File: config.mk
export PLATFORM = sky130hd
export DESIGN_NAME = jtpang_bank_arb
export DESIGN_NICKNAME = d
export VERILOG_FILES = /design/src/rtl/jtpang_bank_arb.sv
export SDC_FILE = /design/constraint.sdc
export NUM_CORES = 1
export LEC_CHECK = 0
export ABC_CLOCK_PERIOD_IN_PS = 4200
export CORE_MARGIN = 2
export CORE_UTILIZATION = 47
export DETAILED_ROUTE_END_ITERATION = 6
export PLACE_DENSITY = 0.88
export SYNTH_ARGS = -nofsm -noshare
export SYNTH_HDL_FRONTEND = slang
export SYNTH_SLANG_ARGS = --single-unit
File: constraint.sdc
create_clock -name clk -period 4.2 [get_ports clk]
set_input_delay 1.05 -clock clk [delete_from_list [all_inputs] [get_ports clk]]
set_output_delay 1.05 -clock clk [all_outputs]
set_load 0.01 [all_outputs]
File: src/rtl/jtpang_bank_arb.sv
// Pang SDRAM bank arbiter: refresh > ROM download > round-robin bank reads,
// one command at a time on a req/gnt PHY port with fixed-length read bursts.

module jtpang_bank_arb_lane (
  input  logic clk,
  input  logic rst_n,
  input  logic gnt,
  input  logic dv,
  input  logic first,
  input  logic last,
  output logic ack,
  output logic dst,
  output logic dok,
  output logic rdy
);
  logic ack_d, dst_d, dok_d, rdy_d;
  logic ack_q, dst_q, dok_q, rdy_q;

  always_comb begin
    ack_d = gnt;
    dok_d = dv;
    dst_d = dv & first;
    rdy_d = dv & last;
  end

  always_ff @(posedge clk or negedge rst_n) begin
    if (!rst_n) {ack_q, dst_q, dok_q, rdy_q} <= '0;
    else        {ack_q, dst_q, dok_q, rdy_q} <= {ack_d, dst_d, dok_d, rdy_d};
  end

  assign ack = ack_q;
  assign dst = dst_q;
  assign dok = dok_q;
  assign rdy = rdy_q;
endmodule

module jtpang_bank_arb #(
  parameter int REF_CYCLES = 384,
  parameter int BURST      = 2
) (
  input  logic        clk,
  input  logic        rst_n,
  input  logic        downloading,
  input  logic [21:0] ba0_addr,
  input  logic [21:0] ba1_addr,
  input  logic [21:0] ba2_addr,
  input  logic [21:0] ba3_addr,
  input  logic [3:0]  ba_rd,
  output logic [3:0]  ba_ack,
  output logic [3:0]  ba_dst,
  output logic [3:0]  ba_dok,
  output logic [3:0]  ba_rdy,
  output logic [15:0] data_read,
  input  logic [21:0] prog_addr,
  input  logic [15:0] prog_data,
  input  logic [1:0]  prog_mask,
  input  logic [1:0]  prog_ba,
  input  logic        prog_we,
  input  logic        prog_rd,
  output logic        prog_ack,
  output logic        prog_rdy,
  output logic        phy_req,
  output logic        phy_ref,
  output logic        phy_wr,
  output logic [1:0]  phy_ba,
  output logic [21:0] phy_addr,
  output logic [15:0] phy_din,
  output logic [1:0]  phy_mask,
  input  logic        phy_gnt,
  input  logic        phy_dv,
  input  logic [15:0] phy_dout
);
  localparam int              NUM_BANKS = 4;
  localparam int              RW        = $clog2(REF_CYCLES);
  localparam logic [RW-1:0]   REF_LAST  = RW'(REF_CYCLES - 1);
  localparam logic [1:0]      LAST_BEAT = 2'(BURST - 1);
  localparam logic [1:0]      S_IDLE = 2'd0, S_CMD = 2'd1, S_DATA = 2'd2;

  typedef struct packed {
    logic        rf;
    logic        wr;
    logic        prog;
    logic [1:0]  ba;
    logic [21:0] addr;
    logic [15:0] din;
    logic [1:0]  mask;
  } cmd_t;

  logic [NUM_BANKS-1:0][21:0] ba_addr;
  assign ba_addr = {ba3_addr, ba2_addr, ba1_addr, ba0_addr};

  logic [1:0]    st_q, st_d, rr_q, rr_d, beat_q, beat_d;
  logic [RW-1:0] ref_cnt_q, ref_cnt_d;
  logic          ref_pend_q, ref_pend_d, req_q, req_d;
  logic          prog_ack_q, prog_ack_d, prog_rdy_q, prog_rdy_d;
  logic [15:0]   data_q, data_d;
  cmd_t          cmd_q, cmd_d;

  logic       bank_hit, gnt_ev, dv_ev, last_beat, bank_op;
  logic [1:0] bank_sel, cand;

  // Round-robin search starts one past the last served bank
  always_comb begin
    bank_hit = 1'b0;
    bank_sel = rr_q;
    cand     = rr_q;
    for (int k = 1; k <= NUM_BANKS; k++) begin
      cand = rr_q + 2'(k);
      if (!bank_hit && ba_rd[cand]) begin
        bank_hit = 1'b1;
        bank_sel = cand;
      end
    end
  end

  assign last_beat = cmd_q.wr | (beat_q == LAST_BEAT);
  assign bank_op   = ~cmd_q.rf & ~cmd_q.prog;

  always_comb begin
    st_d       = st_q;
    rr_d       = rr_q;
    beat_d     = beat_q;
    cmd_d      = cmd_q;
    req_d      = req_q;
    data_d     = data_q;
    ref_pend_d = ref_pend_q;
    prog_ack_d = 1'b0;
    prog_rdy_d = 1'b0;
    gnt_ev     = 1'b0;
    dv_ev      = 1'b0;
    ref_cnt_d  = (ref_cnt_q == REF_LAST) ? '0 : ref_cnt_q + 1'b1;
    case (st_q)
      S_IDLE: begin
        beat_d = 2'd0;
        if (ref_pend_q) begin
          cmd_d      = '0;
          cmd_d.rf   = 1'b1;
          st_d       = S_CMD;
          req_d      = 1'b1;
        end else if (prog_we | prog_rd) begin
          cmd_d.rf   = 1'b0;
          cmd_d.wr   = prog_we;
          cmd_d.prog = 1'b1;
          cmd_d.ba   = prog_ba;
          cmd_d.addr = prog_addr;
          cmd_d.din  = prog_data;
          cmd_d.mask = prog_mask;
          st_d       = S_CMD;
          req_d      = 1'b1;
        end else if (!downloading && bank_hit) begin
          cmd_d      = '0;
          cmd_d.ba   = bank_sel;
          cmd_d.addr = ba_addr[bank_sel];
          rr_d       = bank_sel;
          st_d       = S_CMD;
          req_d      = 1'b1;
        end
      end
      S_CMD: begin
        if (phy_gnt) begin
          gnt_ev     = 1'b1;
          req_d      = 1'b0;
          prog_ack_d = cmd_q.prog;
          if (cmd_q.rf) begin
            ref_pend_d = 1'b0;
            st_d       = S_IDLE;
          end else begin
            st_d       = S_DATA;
          end
        end
      end
      S_DATA: begin
        if (phy_dv) begin
          dv_ev      = 1'b1;
          beat_d     = beat_q + 2'd1;
          prog_rdy_d = cmd_q.prog & last_beat;
          if (!cmd_q.wr) data_d = phy_dout;
          if (last_beat) st_d = S_IDLE;
        end
      end
      default: st_d = S_IDLE;
    endcase
    // A wrap coinciding with the refresh grant starts a fresh interval
    if (ref_cnt_q == REF_LAST) ref_pend_d = 1'b1;
  end

  always_ff @(posedge clk or negedge rst_n) begin
    if (!rst_n) begin
      st_q       <= S_IDLE;
      rr_q       <= 2'd3;
      beat_q     <= '0;
      ref_cnt_q  <= '0;
      ref_pend_q <= 1'b0;
      req_q      <= 1'b0;
      prog_ack_q <= 1'b0;
      prog_rdy_q <= 1'b0;
      data_q     <= '0;
      cmd_q      <= '0;
    end else begin
      st_q       <= st_d;
      rr_q       <= rr_d;
      beat_q     <= beat_d;
      ref_cnt_q  <= ref_cnt_d;
      ref_pend_q <= ref_pend_d;
      req_q      <= req_d;
      prog_ack_q <= prog_ack_d;
      prog_rdy_q <= prog_rdy_d;
      data_q     <= data_d;
      cmd_q      <= cmd_d;
    end
  end

  for (genvar i = 0; i < NUM_BANKS; i++) begin : g_lane
    logic sel;
    assign sel = bank_op & (cmd_q.ba == 2'(i));
    jtpang_bank_arb_lane u_lane (
      .clk   (clk),
      .rst_n (rst_n),
      .gnt   (gnt_ev & sel),
      .dv    (dv_ev & sel),
      .first (beat_q == 2'd0),
      .last  (last_beat),
      .ack   (ba_ack[i]),
      .dst   (ba_dst[i]),
      .dok   (ba_dok[i]),
      .rdy   (ba_rdy[i])
    );
  end

  assign data_read = data_q;
  assign prog_ack  = prog_ack_q;
  assign prog_rdy  = prog_rdy_q;
  assign phy_req   = req_q;
  assign phy_ref   = cmd_q.rf;
  assign phy_wr    = cmd_q.wr;
  assign phy_ba    = cmd_q.ba;
  assign phy_addr  = cmd_q.addr;
  assign phy_din   = cmd_q.din;
  assign phy_mask  = cmd_q.mask;
endmodule

After elaboration in Yosys (flattened, before gate mapping) --
Index checks and enable logic that the tools add are counted. Widths: inputs -> output; s select.
Word-level totals: bits in registers 96, latch bits 0, RAM bits 0, memory bits (read-only) 0, input port bits 157, word-level logic and storage cells 155, memories 0
Operators by class: $add $sub $neg 5, multiply operators 0, div/mod/pow operators 0, magnitude comparators 5, equality and inequality tests 11, shift operators 0, multiplexer cells 49, bitwise logic cells 29, reductions and logical operators 24
Operators with widths (number):
- $mux 45 | 3
- $bmux 22 s2 | 1
- $mux 1 | 24
- $mux 2 | 12
- $and 1x1->1 | 22
- $mux 22 | 1
- $lt 2x3->1 const B | 5
- $reduce_bool 2->1 | 5
- $add 9x1->9 const B | 1
- $eq 9x9->1 const B | 1
- $mux 9 | 1
- $reduce_and 3->1 | 3
- $bmux 1 s2 | 4
- $reduce_and 4->1 | 2
- $eq 2x1->1 const B | 3
- $eq 2x2->1 const B | 3
- $logic_not 2->1 | 3
- $pmux 2 s3 | 1
- $not 1->1 | 5
- $add 2x1->2 const B | 2
- $add 2x2->2 const B | 2
- $logic_and 1x1->1 | 4
- $logic_not 1->1 | 4
- $ne 2x2->1 const B | 2
- other kinds (7) | 9

Longest topological paths before layout --
depth in word-level cells 18, depth in mapped cells 7

Modules after synthesis --
A second synthesis with hierarchy kept.
Unflattened totals: cell total of the unflattened synthesis 448, area, all modules 4984.8 µm²
By module, submodules not included:
- jtpang_bank_arb | instances 1, cells an instance 424, area an instance 4534.3 µm²
- jtpang_bank_arb_lane | instances 4, cells an instance 6, area an instance 112.6 µm²

Least setup slack after synthesis --
No wires, ideal clock.
kind input to register, from input port ba_rd[3], to register cmd_q, in the netlist phy_addr[16], setup time 0.130 ns, data arrival time 2.289 ns, slack 1.781 ns, stages on the path 6, cell sequence nor4_1 -> o22ai_4 -> buf_2 -> or2_2 -> o41ai_2 -> a31oi_1
On the way: word-level cells in the longest chain between the ends 17
Ends and longest elaborated chain:
- start, declared | line 48 | input logic [3:0] ba_rd,
- $bmux 1 s2 | line 109 | if (!bank_hit && ba_rd[cand]) begin
- $mux 1 (implied by the code) | line 109
- $mux 1 | line 109
- $logic_not 1->1 | line 109
- $logic_and 1x1->1 | line 109
- $mux 1 | line 109
- $logic_not 1->1 | line 109
- $logic_and 1x1->1 | line 109
- $mux 1 | line 109
- $logic_not 1->1 | line 109
- $logic_and 1x1->1 | line 109
- $mux 2 | line 109
- $bmux 22 s2 | line 153 | cmd_d.addr = ba_addr[bank_sel];
- $mux 22 (implied by the code) | line 153
- $mux 45 | line 150 | end else if (!downloading && bank_hit) begin
- $mux 45 | line 140 | end else if (prog_we | prog_rd) begin
- $mux 45 | line 135 | if (ref_pend_q) begin
- end signal, assigned | line 209 | cmd_q <= cmd_d;
- end, declared | line 97 | cmd_t cmd_q, cmd_d;
Parallel ways exist; a longest one is shown, timed or not. The select of a mux whose other input is x is not followed. A chain may end at the register's enable or synchronous reset.

Worst setup path in the final report --
from input port ba_rd[3], to register cmd_q, in the netlist phy_addr[2]
The elaborated chain is that of the path after synthesis.

==> results.yml <==
status:
  run_status: "completed"
worst_setup_path:
  launching_element_type_of_the_critical_path: "input port"
  worst-setup-path-type: "input port to flop"
  cp_slowest_cell: "sky130_fd_sc_hd__and2_1"
  cp_num_buf_inv: 2
  gate_family_responsible_for_the_most_delay_along_the_worst_path: "simple AND/OR/NAND/NOR gates"
  timing.critical_path.to_type: "flop"
  critPathMaxStageDelay_ps: 740
  worst_ep_arrival_time_ps: 3320
  crit_chain: "clkdlybuf4s50_1 -> nor4_1 -> buf_4 -> or2_1 -> o31ai_1 -> and2_1 -> a31oi_1"
  max_fo_critical_path: 21
  worst-endpoint-required_ps: 4370
timing:
  finClkSkew_ps: 5.914
  tightestPinTransition_ps: 1006
  timing.final.hold_violations: 0
  max_clock_freq_mhz: 317.8
  final_period_minus_worst_setup_slack_ps: 3147
  finalSetupTns_ps: 0
  rsz_0062_raised_after_global_routing: "no"
  timing.slew.headroom: 0.3290
  crit_share_post_route: 0.7493
  timing.final.max_slew_violations: 0
  finalSetupViolations: 0
finish:
  layout-drive-gt1-share: 0.1359
  finalCoreUtilization: 0.6861
  area.growth.synth_to_final_pct: 42.04
  mostFrequentLayoutCells: "sky130_fd_sc_hd__clkdlybuf4s50_1 (234), sky130_fd_sc_hd__dfrtp_1 (94), sky130_fd_sc_hd__nand2_1 (63), sky130_fd_sc_hd__a31oi_1 (42), sky130_fd_sc_hd__and2_1 (26)"
  design_area_sq_um: 7868
  instances_no_fill: 879
  multi_input_combinational_cell_area_sq_um: 2511
  finalNetCount: 891
  seqCellArea_sq_um: 2405
  layout_fillers: 861
  layout_commonest_cell: "sky130_fd_sc_hd__clkdlybuf4s50_1"
  antenna-diode-count: 0
placement:
  routabilityCongestion: 0.8342
  place.detailed.instances: 863
  port_buffers: 235
  dpl-instance-area_sq_um: 7581
  post-dp-hpwl_um: 12070
grt:
  remaining_global_route_overflow: 0
  grt_util_met3: 0.05778
  grt_util_met1: 0.2963
  groute.layer.met2.usage: 0.4531
  grt_pass1_wl_um: 25800
  grt_pass1_vias: 5209
  most_used_routing_layer: "met2"
  grt_total_usage: 0.2555
  grt_max_degree: 82
  antenna_violations_before_repair: 0
floorplanning:
  die_width_um: 112.6
  die_height_um: 112.6
  floorplan.io_pins: 236
  floorplan.core_area_sq_um: 11470
  rows: 39
  floorplan.initialDensity: 0.4830
  die_area_sq_um: 12670
pwr:
  p_sw_uw: 1888
  total_leakage_power_uw: 0.003260
  power.switching_fraction: 0.3848
  cell_area_power_density_nw_per_um2: 623.5
  worst_ir_drop_vdd_v: 0.0004060
  power.internal_uw: 3017
  report.power.total_uw: 4905
  comb_power_share: 0.531
  power.share.sequential: 0.309
  power_frac_clock: 0.161
yosys:
  ys_seq_elements: 96
  yosys_most_used_dff: "sky130_fd_sc_hd__dfrtp_1"
  syn_area_per_cell_sq_um: 9.752
  netlist_area_sq_um: 5539
  synth-warning-count: 0
  post-synth-top-area-cell: "sky130_fd_sc_hd__dfrtp_1"
  synth-edff-count: 0
  postSynth.asyncResetShare: 1.000
  syn_inst: 568
  synth.distinct_cells: 49
  proportion_of_netlist_area_held_by_the_largest_area_contributor: 0.4247
  synth_sequential_area_ratio: 0.4342
  synth_top_cells_by_area: "sky130_fd_sc_hd__dfrtp_1 (42%), sky130_fd_sc_hd__buf_4 (8.1%), sky130_fd_sc_hd__o41ai_2 (5.6%), sky130_fd_sc_hd__a31oi_1 (4.7%), sky130_fd_sc_hd__nand2_1 (4.3%)"
  synthesis.nets: 728
route:
  routed_wirelength_um: 16020
  drt-wirelength-per-cell_um: 18.22
  vias_per_cell: 5.643
  via_count: 4960
  antenna_left: 0
  residual_drc: 0
  drt_initial_violations: 270
  number_of_iterations_in_the_first_detailed_routing_pass: 5
clock_tree:
  holdBufCountCts: 0
  total_clock_sinks: 96
  numCtsBuffers: 9
  clock_insertion_delay_worst_skew_ps: 330
  cts_htree_levels: 3
  cts.clk_slew.worst_paths_ps: 70
  cts_buffer_depth: 2
  post_cts.repair.setup_buffers: 0
  clockRootBuffer: "sky130_fd_sc_hd__clkbuf_16"
  tritoncts_clock_tree: "yes"
  cts_repair_resize_count: 0
flow_run:
  cap_violations: 0
hold_path:
  hold_path_class: "flop to flop"
per-layer routing:
metal  vias up  part of all wire
li1       2295                 -
met1      2381              0.38
met2       250              0.51
met3        34             0.071
met4         0             0.031
met5         -                 0
kinds of logic after synthesis:
family / count (synthesis) / share of synthesized area
xor gates and xnor gates: 5 / 0.007907
buffers and inverters: 103 / 0.1175
muxes: 17 / 0.03456
and+or+nand+nor: 191 / 0.1773
AOI/OAI and AO/OA: 153 / 0.2218
adders and majority gates: 3 / 0.006777
DFF: 96 / 0.4342
stage by stage:
step	setup WS, ps	hold slack, ps
after global placement	779.4	458.3
after global routing	885.8	500.4
after floorplan	1781	442.2
after detailed placement	708.5	468.9
final	1053	478.8
after CTS	1062	478.8
power by group through the flow:
stage	clock network (uW)	registers [uW]	logic, uW
global route	846	1550	2820
CTS	802	1510	2610
finish	788	1510	2600
detailed placement	0	1530	2600
global placement	0	1500	2530
floorplan	0	1470	1770
area by class of cell:
cell class              instances  area share
repair buffers                248      0.3127
flip-flops and latches         96      0.3057
well taps                     143     0.02274
inverters                       7    0.003340
clock buffers                   9     0.02863
clock inverters                 7    0.007793
multi-input cells             369      0.3192
registers in the layout, indices dropped and copies added (netlist names), 2 cells and up:
name and flops:
phy_addr 22, phy_din 16, g_lane.u_lane.rdy 4, st_q 2, rr_q 2, g_lane.u_lane.dok 4
g_lane.u_lane.ack 4, data_read 16, phy_ba 2, g_lane.u_lane.dst 4, beat_q 2, phy_mask 2
ref_cnt_q 9
Yosys cell counts (2+ instances only):
cell,n
sky130_fd_sc_hd__a32o_1,2
sky130_fd_sc_hd__buf_4,60
sky130_fd_sc_hd__buf_6,3
sky130_fd_sc_hd__and3_1,21
sky130_fd_sc_hd__and2_1,26
sky130_fd_sc_hd__nand2b_1,4
sky130_fd_sc_hd__dfrtp_1,94
sky130_fd_sc_hd__nand2_1,63
sky130_fd_sc_hd__ha_1,3
sky130_fd_sc_hd__nor2b_1,3
sky130_fd_sc_hd__mux2_2,17
sky130_fd_sc_hd__inv_1,7
sky130_fd_sc_hd__a221oi_1,2
sky130_fd_sc_hd__nand3b_1,3
sky130_fd_sc_hd__or2_2,22
sky130_fd_sc_hd__xor2_1,3
sky130_fd_sc_hd__nand4_1,2
sky130_fd_sc_hd__a21oi_1,23
sky130_fd_sc_hd__clkbuf_1,19
sky130_fd_sc_hd__nand3_1,7
sky130_fd_sc_hd__o41ai_2,19
sky130_fd_sc_hd__nor4_1,3
sky130_fd_sc_hd__nor3_1,8
sky130_fd_sc_hd__a21boi_0,21
sky130_fd_sc_hd__a22o_1,20
sky130_fd_sc_hd__dfstp_2,2
sky130_fd_sc_hd__a31oi_1,42
sky130_fd_sc_hd__buf_2,13
sky130_fd_sc_hd__xnor2_1,2
sky130_fd_sc_hd__nor2_1,22
sky130_fd_sc_hd__o22ai_1,2
sky130_fd_sc_hd__o21ai_0,12
sky130_fd_sc_hd__nor3_2,2
path summary, 6_finish.rpt:
check	from	endpoint	slack, ps	cells after the start
max	ba_rd[3]	phy_addr[2]	1050	7
min	ref_cnt_q[0]	ref_cnt_q[0]	480	1
max reg2reg	rr_q[1]	phy_addr[0]	1850	6
min reg2reg	ref_cnt_q[0]	ref_cnt_q[0]	480	1
max in group asynchronous	rst_n	st_q[1]	2500	2
min in group asynchronous	rst_n	phy_din[8]	870	1
Note: power is estimated with default switching activity, not from simulation.
